--- src/rtl/uart_alu_sequencer.sv ---
// uart_alu_sequencer
//   Frame sequencer between a UART receiver, an ALU and a UART transmitter.
//   Collects a three-byte frame (operand A, operand B, opcode), presents the
//   latched operands/opcode to the ALU, captures the ALU result and starts a
//   transmission. An inter-byte watchdog clocked by the baud tick abandons
//   incomplete frames.
//
// Ports:
//   clk           system clock
//   i_rst_n       asynchronous active-low reset
//   i_tick        baud oversampling tick (one-cycle pulse)
//   i_rx_data     received byte, valid with i_rx_done
//   i_rx_done     byte received (one-cycle pulse)
//   i_alu_result  combinational ALU result of o_data_a/o_data_b/o_op
//   i_tx_done     transmitter finished (one-cycle pulse)
//   o_data_a      latched operand A
//   o_data_b      latched operand B
//   o_op          latched opcode (low NB_OP bits of third byte)
//   o_tx_data     byte to transmit
//   o_tx_start    start transmission (one-cycle pulse)
//   o_busy        high in every state except IDLE
//   o_timeout     frame abandoned by watchdog (one-cycle pulse)
module uart_alu_sequencer #(
  parameter int NB_DATA       = 8,
  parameter int NB_OP         = 6,
  parameter int TIMEOUT_TICKS = 1600,
  parameter int NB_TIMEOUT    = 16
) (
  input  logic               clk,
  input  logic               i_rst_n,
  input  logic               i_tick,
  input  logic [NB_DATA-1:0] i_rx_data,
  input  logic               i_rx_done,
  input  logic [NB_DATA-1:0] i_alu_result,
  input  logic               i_tx_done,
  output logic [NB_DATA-1:0] o_data_a,
  output logic [NB_DATA-1:0] o_data_b,
  output logic [NB_OP-1:0]   o_op,
  output logic [NB_DATA-1:0] o_tx_data,
  output logic               o_tx_start,
  output logic               o_busy,
  output logic               o_timeout
);

  typedef enum logic [2:0] {
    IDLE    = 3'd0,
    WAIT_B  = 3'd1,
    WAIT_OP = 3'd2,
    LATCH   = 3'd3,
    WAIT_TX = 3'd4
  } state_t;

  localparam bit                    WD_EN   = (TIMEOUT_TICKS > 0);
  localparam logic [NB_TIMEOUT-1:0] TO_LAST = NB_TIMEOUT'(TIMEOUT_TICKS - 1);

  state_t                state_q, state_d;
  logic [NB_TIMEOUT-1:0] cnt_q, cnt_d;
  logic [NB_DATA-1:0]    data_a_q, data_a_d;
  logic [NB_DATA-1:0]    data_b_q, data_b_d;
  logic [NB_OP-1:0]      op_q, op_d;
  logic [NB_DATA-1:0]    tx_data_q, tx_data_d;
  logic                  tx_start_q, tx_start_d;
  logic                  busy_q, busy_d;
  logic                  timeout_q, timeout_d;

  logic wd_active;
  logic wd_expire;

  // Watchdog only runs while waiting for the 2nd/3rd byte. A byte arriving
  // in the same cycle as the expiring tick takes priority over the timeout.
  assign wd_active = WD_EN && ((state_q == WAIT_B) || (state_q == WAIT_OP));
  assign wd_expire = wd_active && i_tick && !i_rx_done && (cnt_q == TO_LAST);

  // State and output registers
  always_ff @(posedge clk or negedge i_rst_n) begin
    if (!i_rst_n) begin
      state_q    <= IDLE;
      cnt_q      <= '0;
      data_a_q   <= '0;
      data_b_q   <= '0;
      op_q       <= '0;
      tx_data_q  <= '0;
      tx_start_q <= 1'b0;
      busy_q     <= 1'b0;
      timeout_q  <= 1'b0;
    end else begin
      state_q    <= state_d;
      cnt_q      <= cnt_d;
      data_a_q   <= data_a_d;
      data_b_q   <= data_b_d;
      op_q       <= op_d;
      tx_data_q  <= tx_data_d;
      tx_start_q <= tx_start_d;
      busy_q     <= busy_d;
      timeout_q  <= timeout_d;
    end
  end

  // Next-state logic
  always_comb begin
    state_d = state_q;
    unique case (state_q)
      IDLE: begin
        if (i_rx_done) state_d = WAIT_B;
      end
      WAIT_B: begin
        if (i_rx_done)      state_d = WAIT_OP;
        else if (wd_expire) state_d = IDLE;
      end
      WAIT_OP: begin
        if (i_rx_done)      state_d = LATCH;
        else if (wd_expire) state_d = IDLE;
      end
      LATCH: begin
        state_d = WAIT_TX;
      end
      WAIT_TX: begin
        if (i_tx_done) state_d = IDLE;
      end
      default: begin
        state_d = IDLE;
      end
    endcase
  end

  // Output / datapath logic
  always_comb begin
    cnt_d      = cnt_q;
    data_a_d   = data_a_q;
    data_b_d   = data_b_q;
    op_d       = op_q;
    tx_data_d  = tx_data_q;
    tx_start_d = 1'b0;
    timeout_d  = wd_expire;
    busy_d     = (state_d != IDLE);

    unique case (state_q)
      IDLE: begin
        if (i_rx_done) begin
          data_a_d = i_rx_data;
          cnt_d    = '0;
        end
      end
      WAIT_B, WAIT_OP: begin
        if (i_rx_done) begin
          if (state_q == WAIT_B) data_b_d = i_rx_data;
          else                   op_d     = i_rx_data[NB_OP-1:0];
          cnt_d = '0;
        end else if (wd_expire) begin
          cnt_d = '0;
        end else if (wd_active && i_tick) begin
          cnt_d = cnt_q + NB_TIMEOUT'(1);
        end
      end
      LATCH: begin
        // ALU inputs have been stable for a full cycle since the opcode latched.
        tx_data_d  = i_alu_result;
        tx_start_d = 1'b1;
      end
      default: begin
      end
    endcase
  end

  assign o_data_a   = data_a_q;
  assign o_data_b   = data_b_q;
  assign o_op       = op_q;
  assign o_tx_data  = tx_data_q;
  assign o_tx_start = tx_start_q;
  assign o_busy     = busy_q;
  assign o_timeout  = timeout_q;

endmodule

--- config.mk ---
export PLATFORM = sky130hd
export DESIGN_NAME = uart_alu_sequencer
export DESIGN_NICKNAME = d
export VERILOG_FILES = /design/src/rtl/uart_alu_sequencer.sv
export SDC_FILE = /design/constraint.sdc
export NUM_CORES = 1
export LEC_CHECK = 0
export BUFFER_PORTS_ARGS = -buffer_cell sky130_fd_sc_hd__buf_2
export CAP_MARGIN = 30
export CORE_MARGIN = 5
export CORE_UTILIZATION = 48
export DETAILED_ROUTE_END_ITERATION = 8
export PLACE_DENSITY = 0.77
export SETUP_SLACK_MARGIN = 0.15
export SYNTH_ARGS = -nofsm -noshare
export SYNTH_HDL_FRONTEND = slang
export SYNTH_SLANG_ARGS = --single-unit
export TNS_END_PERCENT = 20
--- constraint.sdc ---
create_clock -name clk -period 1.6 [get_ports clk]
set_input_delay 0.16 -clock clk [delete_from_list [all_inputs] [get_ports clk]]
set_output_delay 0.16 -clock clk [all_outputs]
set_load 0.02 [all_outputs]
==> metrics.md <==
| Metric | Value |
|---|---|
| I/O pin cnt | 54 |
| Failing checks | setup timing |
| CTS max path bufs | 2 |
| Clock skew | roughly 0.0079 ns |
| Via count | 2016 |
| Die height | 79.9 µm |
| Library cells used by synthesis | 40 |
| CP cell instances | ha_4 -> and4b_1 -> nand4_1 -> or4b_1 -> mux2i_1 |
| CP max FO | 6 |
| Fin util | a little over two thirds |
| Post-synth EDFFs | 0 |
| Status | complete, but fails checks |
| Critical path's slowest cell | dfrtp_2 |
| Antenna Nets Post-Route | 0 |
| Reg-to-reg setup timing slack | -0.009 ns |
| CTS Root Buffer Type | clkbuf_8 |
| Mean Syn Cell Area | ~11 µm² |
| Min Tclk post-route | approximately 1.6 ns |
| Tcrit/Tclk final | 101% |
| Initial DRC count | 103 |
| Synthesized cell area | around 0.0023 mm² |
| TritonCTS Buffers | 5 |
| Nets | 331 |
| Worst path top cell family by delay | simple AND/OR/NAND/NOR gates |
| # clock sinks | 52 |
| Max Cap Violations | 0 |
| Critical path arrival | roughly 1.8 ns |
| Ys async rst share | 100% |
| H-tree levels | 2 |
| Slew Limit Headroom | 71.5% |
| Ant diodes | 0 |
| Yosys reg bits | 52 |
| Worst EP required | between 1.5 and 2 ns |
| DP HPWL | around 4.0 mm |
| CTS tree | yes |
| Endpoints failing setup | 3 |
| Multi-input gate area | 0.00114 mm² |
| WP buf/inv | 0 |
| Max IR drop VDD | 0.771 mV |
| Post-synth net total | 231 |
| Vias in the first global route | 2006 |
| Largest net degree at the start of global routing | 22 |
| Share of cells above drive strength 1 | around half |
| Synth Warn # | 0 |
| Setup WS pre-CTS | -0.0367 ns |
| Hold Path End | o_tx_data[4] |
| Post-Syn Instances | between 200 and 250 |
| Pre-Repair DR Iteration Count | 4 |
| Max incr delay on CP | 0.45 ns |
| Die X | ~80 µm |
| Area Growth Syn to Fin | 41.4% |
| Fillcell total | 330 |
| Final worst slack | -0.00881 ns |
| Worst Setup Start Kind | flip-flop |
| Max Slew Vio Count | 0 |
| Storage element area | about 0.0013 mm² |
| Worst Setup End Kind | flip-flop |
| CTS clk-pin slew, worst paths | around 0.090 ns |
| LEAKAGE | around 1.5 nW |
| Worst Hold Class | input port to flip-flop |
| Hold Crit Start | i_alu_result[4] |
| Total Routed Length | just over 6 mm |
| Hold_ws | 0.0520 ns |
| I/O Buffers | 53 |
| DRC | 0 |
| Initial antenna violation count | 0 |
| RSZ-0062 raised after global routing | true |
| Initial Utilization | approximately 50% |
| Worst skew pair latency | roughly 0.31 ns |
| Pwr Density | 1740 mW/mm² |
| R2R Path End | cnt_q[15] |
| Vias per cell | between 5 and 6 |
| Least-Margin Pin Slew | between 0.4 and 0.5 ns |
| Hold Fails Final Rpt | 0 |
| Total die area | 0.00638 mm² |
| Row Count | 25 |
| WS Path Type | flip-flop to flip-flop |
| Routability Congestion | between 0.8 and 0.9 |
| First-pass GRT wire length | 9.66 mm |
| Hold path depth | 3 |
| Fmax | 0.622 GHz |
| WL/cell | 16.0 µm |
| Top FF cell, synth | dfrtp_1 |
| R2R cell count | 5 |
| Post-synthesis sequential area ratio | roughly 56% |
| GRT Total Usage | between 10% and 20% |
| Core area | between 0.004 and 0.005 mm² |
| Worst R2R Start | cnt_q[0] |
| Global route total overflow | 0 |
## per-layer routing
layer | GRT usage [%] | vias up | routed length, µm
li1 | - | 956 | -
met2 | 33.3 | 62 | 3170
met5 | 0 | - | 0
met3 | 3.27 | 6 | 313
met1 | 25.3 | 992 | 2510
met4 | 4.39 | 0 | 59
## power by group
part	switching, W	internal (W)
combinational	0.00149	0.00146
clock	0.000434	0.000312
sequential	0.000302	0.00177
## flip-flops by register name, indices dropped and copies added (netlist names)
signal	count
o_data_b	8
o_timeout	1
o_data_a	8
o_busy	1
state_q	3
o_tx_data	8
cnt_q	16
o_op	6
o_tx_start	1
## synthesized netlist by cell type, types with 4 or more instances
master,number,area share (%)
dfrtp_1,52,56
nand3_1,7,1.5
mux2_2,22,11
nand2b_1,5,1.3
o31ai_1,6,1.9
or4_1,6,1.9
buf_2,4,0.85
a21oi_1,14,3.0
nand4_1,6,1.6
inv_1,4,0.64
nand2_1,32,5.1
o21ai_0,7,1.5
## area by class of cell
| class | count | share of cell area (%) |
|---|---|---|
| Clock buffer | 6 | 2.19 |
| Clock inverter | 2 | 0.491 |
| Inverter | 5 | 0.680 |
| Multi-Input combinational cell | 144 | 34.5 |
| Sequential cell | 52 | 39.4 |
| Tap cell | 67 | 2.53 |
| Timing Repair Buffer | 101 | 20.1 |
## cell families (layout without fill, tap and decap cells)
group	Yosys count	after routing	share of synthesized area [%]
fa+ha+maj	1	1	0.534
simple gates	79	79	19.3
compound gates	40	40	10.3
flops	52	52	55.6
mux	23	23	11.0
buf+inv	13	114	2.94
xor+xnor	1	1	0.374
## worst max path at each step
stage	start	endpoint	slack (ns)	cells past startpoint
floorplan	state_q[0]	cnt_q[15]	-0.04	5
global placement	state_q[1]	cnt_q[15]	0.008	4
detailed placement	state_q[0]	cnt_q[9]	-0.04	5
CTS	cnt_q[0]	cnt_q[15]	-0.008	5
global route	cnt_q[0]	cnt_q[15]	-0.13	5
finish	cnt_q[0]	cnt_q[15]	-0.009	5
## cell usage in the layout (no fill, tap or decap), drive strengths merged, types with 4 or more instances in the layout
master,count
a21oi,14
buf,100
clkbuf,6
dfrtp,52
inv,4
mux2,22
nand2,32
nand2b,5
nand3,7
nand4,6
o21ai,8
o31ai,6
or4,6
## metrics by stage
step	total power, W	area (µm²)	setup TNS [ns]	std cells
4_1_cts	0.00568	3260	-0.00818	377
6_report	0.00577	3310	-0.0185	377
3_5_place_dp	0.00450	2970	-0.0611	361
5_1_grt	0.00609	3310	-1.19	377
3_3_place_gp	0.00442	2970	0	361
2_1_floorplan	0.00353	2380	-0.0359	209
## worst min-delay path, cell delays in order
cell	delay, ns
buf_2	0.07
nand2_1	0.04
nand2_1	0.05
## repair_timing
item	4_1_cts	5_1_grt
gates cloned	1	0
setup endpoints to repair	40	50
buffers inserted	6	0
gates resized for setup	42	16
hold buffers	1	0
pin swaps	17	22
endpoints found under the hold margin	18	0
Power figures use the tool's default switching activity.
